`src/rtl/spi_cs_pkg.sv`:
```
// Shared definitions for the SPI chip-select master: slave-select codes,
// FSM state encoding and code encode/decode helpers used by master and MISO decoder.
package spi_cs_pkg;

  localparam logic [3:0] CODE_S0   = 4'b0011;
  localparam logic [3:0] CODE_S1   = 4'b1101;
  localparam logic [3:0] CODE_S2   = 4'b1011;
  localparam logic [3:0] CODE_S3   = 4'b0111;
  localparam logic [3:0] CODE_IDLE = 4'b1111;

  typedef enum logic [2:0] {
    IDLE  = 3'd0,
    SETUP = 3'd1,
    SHIFT = 3'd2,
    HOLD  = 3'd3,
    DONE  = 3'd4
  } state_e;

  typedef struct packed {
    logic       valid;
    logic [1:0] idx;
  } slave_dec_t;

  function automatic logic [3:0] encode_slave(input logic [1:0] idx);
    logic [3:0] c;
    case (idx)
      2'd0:    c = CODE_S0;
      2'd1:    c = CODE_S1;
      2'd2:    c = CODE_S2;
      2'd3:    c = CODE_S3;
      default: c = CODE_IDLE;
    endcase
    return c;
  endfunction

  // Inverse mapping as seen by the MISO decoder; any unknown code selects nobody.
  function automatic slave_dec_t decode_code(input logic [3:0] code);
    slave_dec_t d;
    case (code)
      CODE_S0: d = '{valid: 1'b1, idx: 2'd0};
      CODE_S1: d = '{valid: 1'b1, idx: 2'd1};
      CODE_S2: d = '{valid: 1'b1, idx: 2'd2};
      CODE_S3: d = '{valid: 1'b1, idx: 2'd3};
      default: d = '{valid: 1'b0, idx: 2'd0};
    endcase
    return d;
  endfunction

endpackage

```
`src/rtl/spi_clk_tick.sv`:
```
// Free-running SCLK phase divider: one-cycle tick every CLK_DIV clk cycles
// while enabled; the count is held at zero whenever disabled.
module spi_clk_tick #(
  parameter int CLK_DIV = 4
) (
  input  logic clk_i,
  input  logic rst_ni,
  input  logic en_i,
  output logic tick_o
);

  localparam int CNT_W = (CLK_DIV > 1) ? $clog2(CLK_DIV) : 1;
  localparam logic [CNT_W-1:0] CNT_LAST = CNT_W'(CLK_DIV - 1);

  logic [CNT_W-1:0] cnt_q;
  logic [CNT_W-1:0] cnt_d;

  assign tick_o = en_i && (cnt_q == CNT_LAST);

  always_comb begin
    cnt_d = cnt_q;
    if (!en_i) begin
      cnt_d = {CNT_W{1'b0}};
    end else if (cnt_q == CNT_LAST) begin
      cnt_d = {CNT_W{1'b0}};
    end else begin
      cnt_d = cnt_q + CNT_W'(1);
    end
  end

  always_ff @(posedge clk_i or negedge rst_ni) begin
    if (!rst_ni) begin
      cnt_q <= {CNT_W{1'b0}};
    end else begin
      cnt_q <= cnt_d;
    end
  end

endmodule

```
`src/rtl/spi_cs_master.sv`:
```
// SPI mode-0 master with 4-bit encoded slave select; one full-duplex frame per start.
// Define SPI_CS_MASTER_LSB_FIRST_EN for LSB-first shifting (timing unchanged).
module spi_cs_master
  import spi_cs_pkg::*;
#(
  parameter int DATA_W  = 16,
  parameter int CLK_DIV = 4
) (
  input  logic              clk,
  input  logic              rst_n,
  input  logic              start,
  input  logic [1:0]        slave_sel,
  input  logic [DATA_W-1:0] tx_data,
  output logic              busy,
  output logic              done,
  output logic [DATA_W-1:0] rx_data,
  output logic [3:0]        code,
  output logic              sclk,
  output logic              mosi,
  input  logic              miso
);

  localparam int BIT_W = $clog2(DATA_W);
  localparam logic [BIT_W-1:0] BIT_LAST = BIT_W'(DATA_W - 1);

  state_e            state_q, state_d;
  logic [DATA_W-1:0] tx_sr_q, tx_sr_d;
  logic [DATA_W-1:0] rx_sr_q, rx_sr_d;
  logic [DATA_W-1:0] rx_data_q, rx_data_d;
  logic [BIT_W-1:0]  bit_cnt_q, bit_cnt_d;
  logic              sclk_q, sclk_d;
  logic [3:0]        code_q, code_d;
  logic              busy_q, busy_d;
  logic              done_q, done_d;

  logic              div_en_s;
  logic              tick_s;
  logic              last_bit_s;
  logic [DATA_W-1:0] tx_shift_s;
  logic [DATA_W-1:0] rx_shift_s;
  logic              mosi_s;

  assign div_en_s   = (state_q == SETUP) || (state_q == SHIFT) || (state_q == HOLD);
  assign last_bit_s = (bit_cnt_q == BIT_LAST);

  spi_clk_tick #(
    .CLK_DIV (CLK_DIV)
  ) u_clk_tick (
    .clk_i  (clk),
    .rst_ni (rst_n),
    .en_i   (div_en_s),
    .tick_o (tick_s)
  );

  // mosi comes straight from the end of the tx shift register that leaves first
`ifdef SPI_CS_MASTER_LSB_FIRST_EN
  assign mosi_s     = tx_sr_q[0];
  assign tx_shift_s = {1'b0, tx_sr_q[DATA_W-1:1]};
  assign rx_shift_s = {miso, rx_sr_q[DATA_W-1:1]};
`else
  assign mosi_s     = tx_sr_q[DATA_W-1];
  assign tx_shift_s = {tx_sr_q[DATA_W-2:0], 1'b0};
  assign rx_shift_s = {rx_sr_q[DATA_W-2:0], miso};
`endif

  always_ff @(posedge clk or negedge rst_n) begin
    if (!rst_n) begin
      state_q   <= IDLE;
      tx_sr_q   <= {DATA_W{1'b0}};
      rx_sr_q   <= {DATA_W{1'b0}};
      rx_data_q <= {DATA_W{1'b0}};
      bit_cnt_q <= {BIT_W{1'b0}};
      sclk_q    <= 1'b0;
      code_q    <= CODE_IDLE;
      busy_q    <= 1'b0;
      done_q    <= 1'b0;
    end else begin
      state_q   <= state_d;
      tx_sr_q   <= tx_sr_d;
      rx_sr_q   <= rx_sr_d;
      rx_data_q <= rx_data_d;
      bit_cnt_q <= bit_cnt_d;
      sclk_q    <= sclk_d;
      code_q    <= code_d;
      busy_q    <= busy_d;
      done_q    <= done_d;
    end
  end

  always_comb begin
    state_d = state_q;
    case (state_q)
      IDLE: begin
        if (start) state_d = SETUP;
        else       state_d = IDLE;
      end
      SETUP: begin
        if (tick_s) state_d = SHIFT;
        else        state_d = SETUP;
      end
      SHIFT: begin
        if (tick_s && sclk_q && last_bit_s) state_d = HOLD;
        else                                state_d = SHIFT;
      end
      HOLD: begin
        if (tick_s) state_d = DONE;
        else        state_d = HOLD;
      end
      DONE:    state_d = IDLE;
      default: state_d = IDLE;
    endcase
  end

  // Registered outputs are computed one cycle ahead so they line up with state_q.
  always_comb begin
    tx_sr_d   = tx_sr_q;
    rx_sr_d   = rx_sr_q;
    rx_data_d = rx_data_q;
    bit_cnt_d = bit_cnt_q;
    sclk_d    = sclk_q;
    code_d    = code_q;
    busy_d    = busy_q;
    done_d    = 1'b0;
    case (state_q)
      IDLE: begin
        sclk_d = 1'b0;
        if (start) begin
          tx_sr_d   = tx_data;
          rx_sr_d   = {DATA_W{1'b0}};
          bit_cnt_d = {BIT_W{1'b0}};
          code_d    = encode_slave(slave_sel);
          busy_d    = 1'b1;
        end else begin
          code_d = CODE_IDLE;
          busy_d = 1'b0;
        end
      end
      SETUP: begin
        sclk_d = 1'b0;
      end
      SHIFT: begin
        if (tick_s) begin
          if (!sclk_q) begin
            sclk_d  = 1'b1;
            rx_sr_d = rx_shift_s;
          end else begin
            sclk_d = 1'b0;
            // The final falling edge leaves mosi on the last bit.
            if (last_bit_s) begin
              bit_cnt_d = bit_cnt_q;
            end else begin
              bit_cnt_d = bit_cnt_q + BIT_W'(1);
              tx_sr_d   = tx_shift_s;
            end
          end
        end else begin
          sclk_d = sclk_q;
        end
      end
      HOLD: begin
        sclk_d = 1'b0;
        if (tick_s) begin
          code_d    = CODE_IDLE;
          busy_d    = 1'b0;
          done_d    = 1'b1;
          rx_data_d = rx_sr_q;
          tx_sr_d   = {DATA_W{1'b0}};
        end else begin
          done_d = 1'b0;
        end
      end
      DONE: begin
        sclk_d = 1'b0;
        code_d = CODE_IDLE;
        busy_d = 1'b0;
      end
      default: begin
        sclk_d  = 1'b0;
        code_d  = CODE_IDLE;
        busy_d  = 1'b0;
        tx_sr_d = {DATA_W{1'b0}};
      end
    endcase
  end

  assign busy    = busy_q;
  assign done    = done_q;
  assign rx_data = rx_data_q;
  assign code    = code_q;
  assign sclk    = sclk_q;
  assign mosi    = mosi_s;

endmodule

```
`config.mk`:
```
export PLATFORM = sky130hd
export DESIGN_NAME = spi_cs_master
export DESIGN_NICKNAME = d
export VERILOG_FILES = /design/src/rtl/spi_cs_pkg.sv /design/src/rtl/spi_clk_tick.sv /design/src/rtl/spi_cs_master.sv
export SDC_FILE = /design/constraint.sdc
export NUM_CORES = 1
export LEC_CHECK = 0
export CAP_MARGIN = 20
export CORE_ASPECT_RATIO = 0.6
export CORE_MARGIN = 5
export CORE_UTILIZATION = 50
export DETAILED_ROUTE_END_ITERATION = 8
export PLACE_DENSITY = 0.76
export REMOVE_ABC_BUFFERS = 1
export SYNTH_ARGS = -nofsm -noshare
export SYNTH_HDL_FRONTEND = slang
export SYNTH_HIERARCHICAL = 1
export SYNTH_SLANG_ARGS = --single-unit
```
`constraint.sdc`:
```
create_clock -name clk -period 5.1 [get_ports clk]
set_input_delay 0.765 -clock clk [delete_from_list [all_inputs] [get_ports clk]]
set_output_delay 0.765 -clock clk [all_outputs]
set_load 0.05 [all_outputs]
```
==> metrics.md, run 1 <==
| Metric | Value |
|---|---|
| Post-synth ARST share | `100%` |
| Synth Instances | `267` |
| DIE AREA | `7250 um^2` |
| Detail Route Antenna Nets | `0` |
| # DRC | `0` |
| Vias per cell | `5.18` |
| Initial antenna violation count | `0` |
| Pwr dens | `469 nW/um^2` |
| Worst slew margin | `31.9%` |
| Top FF cell, synth | `dfrtp_1` |
| Maxcap violations | `0` |
| Min-Delay Path Class | `reg2reg` |
| Part of the Yosys area used for sequential elements | `56.4%` |
| CTS Hold Bufs | `0` |
| Reg clk slew, reported paths | `0.07 ns` |
| CP endpoint | `rx_data[7]` |
| Outcome | `complete, no violations` |
| DR WL/cell | `14.0 um` |
| FF-to-FF setup slack | `2.60 ns` |
| Top cells by count, synth | `nand2_1, dfrtp_1, mux2i_1, o2bb2ai_1, o21ai_0` |
| Max IR drop VDD | `0.267 mV` |
| Core Region | `5490 um^2` |
| Area contributors post-synth | `dfrtp_1, nand2_1, mux2i_1` |
| GRT Total Usage | `16.5%` |
| Avg Inst Size Synth | `10.5 um^2` |
| Post-route setup TNS | `0 ns` |
| Setup bufs post-CTS | `0` |
| DPL Wire Length | `3.57 mm` |
| Pleak | `0.00160 uW` |
| Initial core utilization | `51.0%` |
| Area of the multi-input gates | `1110 um^2` |
| Synthesized flop and latch total | `63` |
| Ports | `46` |
| Yosys warnings | `6` |
| Final worst slack | `2.60 ns` |
| Clock Root Buffer | `clkbuf_8` |
| Reg2reg path depth | `8` |
| Crit path DAT | `2.76 ns` |
| DR iter-0 viols | `112` |
| CTS tree | `done` |
| Critical path class | `reg2reg` |
| Yosys top cell by area | `dfrtp_1` |
| CP endpoint kind | `flip-flop` |
| Unique masters post-synth | `43` |
| Pre-CTS worst setup slack | `2.41 ns` |
| # fillers | `463` |
| Vias in the first global route | `1989` |
| Power, Total | `1640 uW` |
| Share of cells above drive strength 1 | `11.4%` |
| Final count of hold timing violations | `0` |
| Final layout net count | `337` |
| Crit path launch | `state_q[1]` |
| CTS sink cnt | `63` |
| Min Tclk post-route | `2.50 ns` |
| Synthesized area | `2800 um^2` |
| Clk_skew | `0.00692 ns` |
| Worst-Skew Late Latency | `0.32 ns` |
| Number of port buffers | `44` |
| Congestion Overflow GR | `0` |
| Routed via count | `1990` |
| Register Area | `1580 um^2` |
| Fmax | `0.400 GHz` |
| CP Data Required Time | `5.36 ns` |
| Reg2reg end | `rx_data[7]` |
| Post-synth EDFFs | `0` |
| TritonRoute pass-1 iters | `4` |
| Max clock buf depth | `2` |
| Rows | `21` |
| Count leader, synth | `nand2_1` |
| Largest net degree at the start of global routing | `64` |
| Die height | `68.0 um` |
| Fin crit share | `49.0%` |
| GP Congestion | `0.782` |
| # resized after CTS | `0` |
| Synth top area share | `53.6%` |
| Final setup fails | `0` |
| RSZ-0062 raised after global routing | `no` |
| Max Fanout on Critical Path | `18` |
| H-tree levels | `3` |
| WL final | `5.38 mm` |
| Slew Limit Fails | `0` |
| Inserted Diodes | `0` |
| Worst slew pin tran | `1.02 ns` |
| First-pass GRT wire length | `9.40 mm` |
| Chip Width | `107 um` |
| Crit path launch type | `flip-flop` |
| RR Startpoint | `state_q[1]` |
| TritonCTS Buffers | `9` |
| Area growth from synthesis to final layout | `24.8%` |
-- routing by layer --
layer  vias to the layer above  part of all wire, %  track usage, %
met2                        42                   40            23.9
li1                        992                    -               -
met3                         2                  5.5            5.47
met5                         -                    0               0
met4                         0                 0.33            5.26
met1                       954                   54            23.4
-- area by class of cell --
class | instances | area share [%]
tap | 69 | 2.47
multi-input combinational | 185 | 31.8
clock inverter | 6 | 3.08
sequential | 63 | 45.2
clock buffer | 10 | 3.94
inverter | 4 | 0.429
timing repair buffer | 47 | 13.1
-- registers in the layout (all words and copies together), names as in the netlist --
signal	cells
rx_data	16
rx_sr_q	16
tx_sr_q	16
bit_cnt_q	4
code	3
state_q	3
u_clk_tick/cnt_q	2
busy	1
done	1
sclk	1
-- worst max-delay path, stage by stage (launching register included) --
cell,delay [ns]
dfrtp_1,0.64
nor2_1,0.08
nor2_1,0.25
and2_2,0.31
nand3_2,0.13
or2_1,0.50
inv_2,0.37
nand2_1,0.11
nand2_1,0.06
-- power by group --
part	switching, uW	internal (uW)	leakage (uW)
registers	69.4	591	0.000844
logic	269	187	0.000637
clock network	188	336	0.000122
-- stage by stage --
step,hold slack [ns],utilization [%],std cells,instance area [um^2]
floorplan,0.429,-,252,2700
detailed placement,0.445,59.1,367,3240
global route,0.461,63.7,384,3500
CTS,0.456,63.5,383,3490
finish,0.453,63.7,384,3500
global placement,0.437,59.1,367,3240
-- logic make-up (layout without fill, tap and decap cells) --
group           count (synthesis)  after routing  share of synthesized area [%]
xor+xnor                        1              1                          0.313
mux                            17             17                           6.12
flops                          63             63                           56.4
simple gates                  112            112                           17.9
buf+inv                        19             67                           4.06
fa+ha+maj                       5              5                           2.23
compound gates                 49             49                           12.9
other cells                     1              1                          0.134
-- worst min-delay path by stage --
stage          cells past startpoint                start                   to  slack, ns
2_1_floorplan                      1  u_clk_tick/cnt_q[0]  u_clk_tick/cnt_q[0]       0.43
3_3_place_gp                       1  u_clk_tick/cnt_q[0]  u_clk_tick/cnt_q[0]       0.44
3_5_place_dp                       1  u_clk_tick/cnt_q[0]  u_clk_tick/cnt_q[0]       0.45
4_1_cts                            1  u_clk_tick/cnt_q[0]  u_clk_tick/cnt_q[0]       0.46
5_1_grt                            1  u_clk_tick/cnt_q[0]  u_clk_tick/cnt_q[0]       0.46
6_report                           1  u_clk_tick/cnt_q[0]  u_clk_tick/cnt_q[0]       0.45
-- cell usage in the layout, fill, tap and decap left out, types with 5 or more instances in the layout --
| cell | count |
|---|---|
| o21ai_0 | 14 |
| mux2i_1 | 16 |
| nor2_1 | 7 |
| ha_1 | 5 |
| dfrtp_1 | 60 |
| clkbuf_8 | 10 |
| o21ai_1 | 5 |
| nand2_1 | 85 |
| o2bb2ai_1 | 16 |
| clkdlybuf4s50_1 | 43 |
No activity file was read; power rests on OpenSTA's default activity.
==> inputs of run 2 (changes only) <==
CORE_UTILIZATION = 48   (was 50)
clock period = 2.25 ns   (was 5.1 ns; I/O delays follow)
==> metrics.md, run 2 (synthesis results as in run 1) <==
| Metric | Value |
|---|---|
| Fmax | `0.484 GHz (+21%)` |
| Slew Limit Fails | `0 (unchanged)` |
| DR WL/cell | `14.3 um (+2.2%)` |
| CTS sink cnt | `63 (unchanged)` |
| CP endpoint kind | `flip-flop` |
| Max Fanout on Critical Path | `8 (-10)` |
| M1 wire length | `2.88 mm (-0.65%)` |
| H-tree levels | `3 (unchanged)` |
| DPL Wire Length | `4.01 mm (+12%)` |
| Congestion Overflow GR | `0 (unchanged)` |
| Most common cell after layout, fill and taps aside | `nand2_1` |
| Pleak | `0.00163 uW (+1.9%)` |
| Number of port buffers | `44 (unchanged)` |
| Initial core utilization | `49.8% (-1.2 points)` |
| Min Tclk post-route | `2.06 ns (-0.434 ns)` |
| Post-Layout Cell Count | `401 (+4.4%)` |
| CTS tree | `done` |
| TritonRoute pass-1 iters | `4 (unchanged)` |
| Clock Root Buffer | `clkbuf_8` |
| Worst slew pin tran | `0.604 ns (-0.417 ns)` |
| Fin area | `3570 um^2 (+2.1%)` |
| First-pass GRT wire length | `10.1 mm (+7.8%)` |
| Worst-Skew Late Latency | `0.34 ns (+0.02 ns)` |
| Die height | `69.2 um (+1.8%)` |
| Crit path launch type | `flip-flop` |
| Detail Route Antenna Nets | `0 (unchanged)` |
| Max IR drop VDD | `0.518 mV (+94%)` |
| Max clock buf depth | `2 (unchanged)` |
| Pre-CTS worst setup slack | `0.222 ns (-2.19 ns)` |
| DR iter-0 viols | `117 (+4.5%)` |
| Vias in the first global route | `2066 (+3.9%)` |
| DIE AREA | `7520 um^2 (+3.7%)` |
| Worst slew margin | `59.7% (+28 points)` |
| Final count of hold timing violations | `0 (unchanged)` |
| Core Region | `5620 um^2 (+2.4%)` |
| Inserted Diodes | `0 (unchanged)` |
| Placed Instances | `384 (+4.6%)` |
| Most frequent cells in the layout | `nand2_1, dfrtp_1, clkdlybuf4s50_1, mux2i_1, o2bb2ai_1` |
| Routed via count | `2000 (+0.50%)` |
| GP Congestion | `0.812 (+3.9%)` |
| Min-Delay Path Class | `reg2reg` |
| Ports | `46 (unchanged)` |
| Chip Width | `109 um (+1.9%)` |
| Final worst slack | `0.185 ns (-2.42 ns)` |
| Initial antenna violation count | `0 (unchanged)` |
| Outcome | `complete, no violations` |
| WL final | `5.74 mm (+6.7%)` |
| TritonCTS Buffers | `9 (unchanged)` |
| Pwr dens | `1060 nW/um^2 (+130%)` |
| RSZ-0062 raised after global routing | `no` |
| Reg clk slew, reported paths | `0.07 ns (about the same)` |
| CP Data Required Time | `2.48 ns (-2.88 ns)` |
| Crit path DAT | `2.30 ns (-0.46 ns)` |
| Critical path class | `reg2reg` |
| Setup bufs post-CTS | `0 (unchanged)` |
| Maxcap violations | `0 (unchanged)` |
| Fin crit share | `91.8% (+43 points)` |
| Final layout net count | `343 (+1.8%)` |
| DR WL met2 | `2.46 mm (+14%)` |
| WL met3 | `305 um (+4.1%)` |
| Final setup fails | `0 (unchanged)` |
| Area growth from synthesis to final layout | `27.4%` |
| Post-Place Cell Area | `3320 um^2 (+2.2%)` |
| # DRC | `0 (unchanged)` |
| Share of cells above drive strength 1 | `12.8% (+1.3 points)` |
| Vias per cell | `4.99 (-3.8%)` |
| Largest net degree at the start of global routing | `43 (-33%)` |
| Rows | `21 (unchanged)` |
| GRT Total Usage | `17.4% (+0.94 points)` |
| Clk_skew | `0.00626 ns (-0.000659 ns)` |
| Top routing layer in use | `met4` |
run 2: cell types whose count changed in the layout (fill, tap and decap cells not counted):
cell and change:
buf_4 +4, dlygate4sd3_1 +1, buf_12 +1
run 2: what timing repair did:
item                                   CTS  global route
resized for setup                        0             0
endpoints found under the hold margin   19             0
setup endpoints to repair                0             0
hold buffers                             1             0
run 2: path summary, 6_finish.rpt:
kind	from	endpoint	slack (ns)	depth (start not counted)
setup reg to reg	state_q[0]	bit_cnt_q[0]	0.19	7
setup / recovery	state_q[0]	bit_cnt_q[0]	0.19	7
max in group asynchronous	rst_n	code[2]	1.09	3
hold reg to reg	u_clk_tick/cnt_q[0]	u_clk_tick/cnt_q[0]	0.46	1
hold / removal	u_clk_tick/cnt_q[0]	u_clk_tick/cnt_q[0]	0.46	1
min in group asynchronous	rst_n	bit_cnt_q[3]	0.51	2
run 2: layout make-up:
cell class	instances	area [um^2]
Sequential cell	63	1580
Inverter	4	15.0
Timing Repair Buffer	53	518
Multi-Input combinational cell	185	1110
Fill cell	492	2050
Tap cell	80	100
Clock inverter	6	108
Clock buffer	10	138
run 2: report_power, final:
group | internal [uW] | leakage (uW) | switching, uW | total, uW
Sequential | 1340 | 0.000844 | 135 | 1480
Combinational | 465 | 0.000668 | 650 | 1120
Clock | 762 | 0.000122 | 441 | 1200
Total | 2570 | 0.00163 | 1230 | 3790
run 2: metal layers:
metal	track usage [%]	vias up
li1	-	1003
met1	24.7	950
met2	23.7	39
met3	8.19	8
met4	4.90	0
met5	0	-
run 2: worst max-delay path, stage by stage (launching register included):
cell and delay, ns:
dfrtp_1 0.51, nor2_1 0.09, nor2_1 0.14, and2_2 0.28
nand3_2 0.13, a31oi_4 0.26, mux2_2 0.37, a22o_1 0.17
run 2: per-stage QoR:
stage	hold WS, ns	setup TNS (ns)	power [uW]	util, %
2_1_floorplan	0.0419	-14.32	2220	-
3_3_place_gp	0.335	0	2590	59.0
3_5_place_dp	0.344	0	2610	59.0
4_1_cts	0.461	0	3830	63.5
5_1_grt	0.475	0	4020	63.5
6_report	0.462	0	3790	63.5
==> inputs of run 3 (changes only) <==
CORE_MARGIN = 4   (was 5)
CTS_CLUSTER_SIZE = 30   (was default)
SKIP_LAST_GASP = 1   (was default)
==> metrics.md, run 3 (synthesis results as in run 1) <==
| Metric | Value |
|---|---|
| Outcome | `complete, no violations` |
| CTS tree | `done` |
| # resized after CTS | `0 (unchanged)` |
| CTS sink cnt | `63 (unchanged)` |
| CP endpoint kind | `output port` |
| Worst-Skew Late Latency | `0.33 ns (about the same)` |
| Vias per cell | `4.99 (unchanged)` |
| CTS Hold Bufs | `0 (-1)` |
| Min-Delay Path Class | `in2async` |
| Worst Hold Slack | `0.00700 ns (-0.455 ns)` |
| CP max stage delay | `0.80 ns (+0.29 ns)` |
| Worst path bufs/invs | `1 (+1)` |
| Critical path class | `reg2out` |
| Clock Root Buffer | `clkbuf_8` |
| Pre-CTS worst setup slack | `0.284 ns (+0.0621 ns)` |
| WP depth | `1 (-6)` |
| TritonCTS Buffers | `9 (unchanged)` |
| Rows | `21 (unchanged)` |
| Ports | `46 (unchanged)` |
| Min Tclk post-route | `2.01 ns (-0.0504 ns)` |
| Pleak | `0.00160 uW (-2.0%)` |
| Pwr dens | `988 nW/um^2 (-7.0%)` |
| Worst slew pin tran | `0.597 ns (-0.00691 ns)` |
| GP Congestion | `0.773 (-4.8%)` |
| Reg clk slew, reported paths | `0.07 ns (about the same)` |
| # DRC | `0 (unchanged)` |
| Max IR drop VDD | `0.500 mV (-3.4%)` |
| Initial core utilization | `49.8% (unchanged)` |
| Worst slew margin | `60.2% (+0.46 points)` |
| FF-to-FF setup slack | `0.25 ns (+0.06 ns)` |
| Delay-heaviest family, CP | `buffers and inverters` |
| Area growth from synthesis to final layout | `24.9%` |
| Fin crit share | `89.5% (-2.2 points)` |
| Die height | `67.2 um (-2.9%)` |
| Most common cell after layout, fill and taps aside | `nand2_1` |
| Share of cells above drive strength 1 | `12.5% (-0.31 points)` |
| DIE AREA | `7170 um^2 (-4.7%)` |
| Congestion Overflow GR | `0 (unchanged)` |
| CP Data Required Time | `1.91 ns (-0.57 ns)` |
| Max Fanout on Critical Path | `2 (-6)` |
| Maxcap violations | `0 (unchanged)` |
| Most frequent cells in the layout | `nand2_1, dfrtp_1, clkdlybuf4s50_1, mux2i_1, o2bb2ai_1` |
| Max clock buf depth | `2 (unchanged)` |
| WL final | `5.56 mm (-3.0%)` |
| Crit path DAT | `1.68 ns (-0.62 ns)` |
| Worst path cell trace | `clkdlybuf4s50_1` |
| RSZ-0062 raised after global routing | `no` |
| Number of port buffers | `44 (unchanged)` |
| TritonRoute pass-1 iters | `4 (unchanged)` |
| Initial antenna violation count | `0 (unchanged)` |
| Detail Route Antenna Nets | `0 (unchanged)` |
| First-pass GRT wire length | `9.66 mm (-4.7%)` |
| Clk_skew | `0.00304 ns (-0.00322 ns)` |
| H-tree levels | `3 (unchanged)` |
| Slew Limit Fails | `0 (unchanged)` |
| Final count of hold timing violations | `0 (unchanged)` |
| Vias in the first global route | `1963 (-5.0%)` |
| Final setup fails | `0 (unchanged)` |
| Reg2reg path depth | `7 (unchanged)` |
| Inserted Diodes | `0 (unchanged)` |
| DR WL/cell | `13.9 um (-3.0%)` |
| Final layout net count | `343 (unchanged)` |
| Setup bufs post-CTS | `0 (unchanged)` |
| Routed via count | `2000 (unchanged)` |
| DR iter-0 viols | `73 (-38%)` |
| Final worst slack | `0.236 ns (+0.0504 ns)` |
| Fmax | `0.496 GHz (+2.5%)` |
| DPL Wire Length | `3.78 mm (-5.7%)` |
| Chip Width | `107 um (-1.8%)` |
| Crit path launch type | `flip-flop` |
| Cell with the largest stage delay on the worst path | `clkdlybuf4s50_1` |
| GRT Total Usage | `17.5% (+0.046 points)` |
| Core Region | `5620 um^2 (unchanged)` |
| Largest net degree at the start of global routing | `33 (-23%)` |
## run 3: final timing paths
path | startpoint | to
max | code[2] | code[2]
min | rst_n | tx_sr_q[0]
max reg2reg | state_q[0] | bit_cnt_q[0]
min reg2reg | u_clk_tick/cnt_q[0] | u_clk_tick/cnt_q[0]
max in group asynchronous | rst_n | rx_sr_q[14]
min in group clk | u_clk_tick/cnt_q[0] | u_clk_tick/cnt_q[0]
## run 3: stage by stage
step	cell area, um^2	setup TNS (ns)	total power (uW)	util [%]	std cells
6_report	3500	0	3460	62.2	401
3_5_place_dp	3320	0	2610	59.1	385
4_1_cts	3500	0	3480	62.2	401
5_1_grt	3500	0	3670	62.2	401
2_1_floorplan	2700	-14.32	2220	-	252
3_3_place_gp	3320	0	2580	59.1	385
## run 3: routing by layer
metal  wire (um)  vias to the layer above  GRT usage, %
li1            -                     1000             -
met1        2900                      959          25.0
met2        2390                       36          25.1
met3         233                        5          6.11
met4          42                        0          5.42
met5           0                        -             0
## run 3: power by group
group	switching (uW)	internal [uW]	total, uW	leakage [uW]
logic	651	464	1110	0.000668
registers	132	1340	1470	0.000844
clock network	412	457	869	0.0000894
total	1200	2260	3460	0.00160
## run 3: layout make-up
type / instances / area [um^2]
clock inverters: 3 / 17.5
repair buffers: 53 / 515
clock buffers: 13 / 159
inverters: 4 / 15.0
flip-flops and latches: 63 / 1580
well taps: 80 / 100
fillers: 487 / 2120
multi-input cells: 185 / 1110
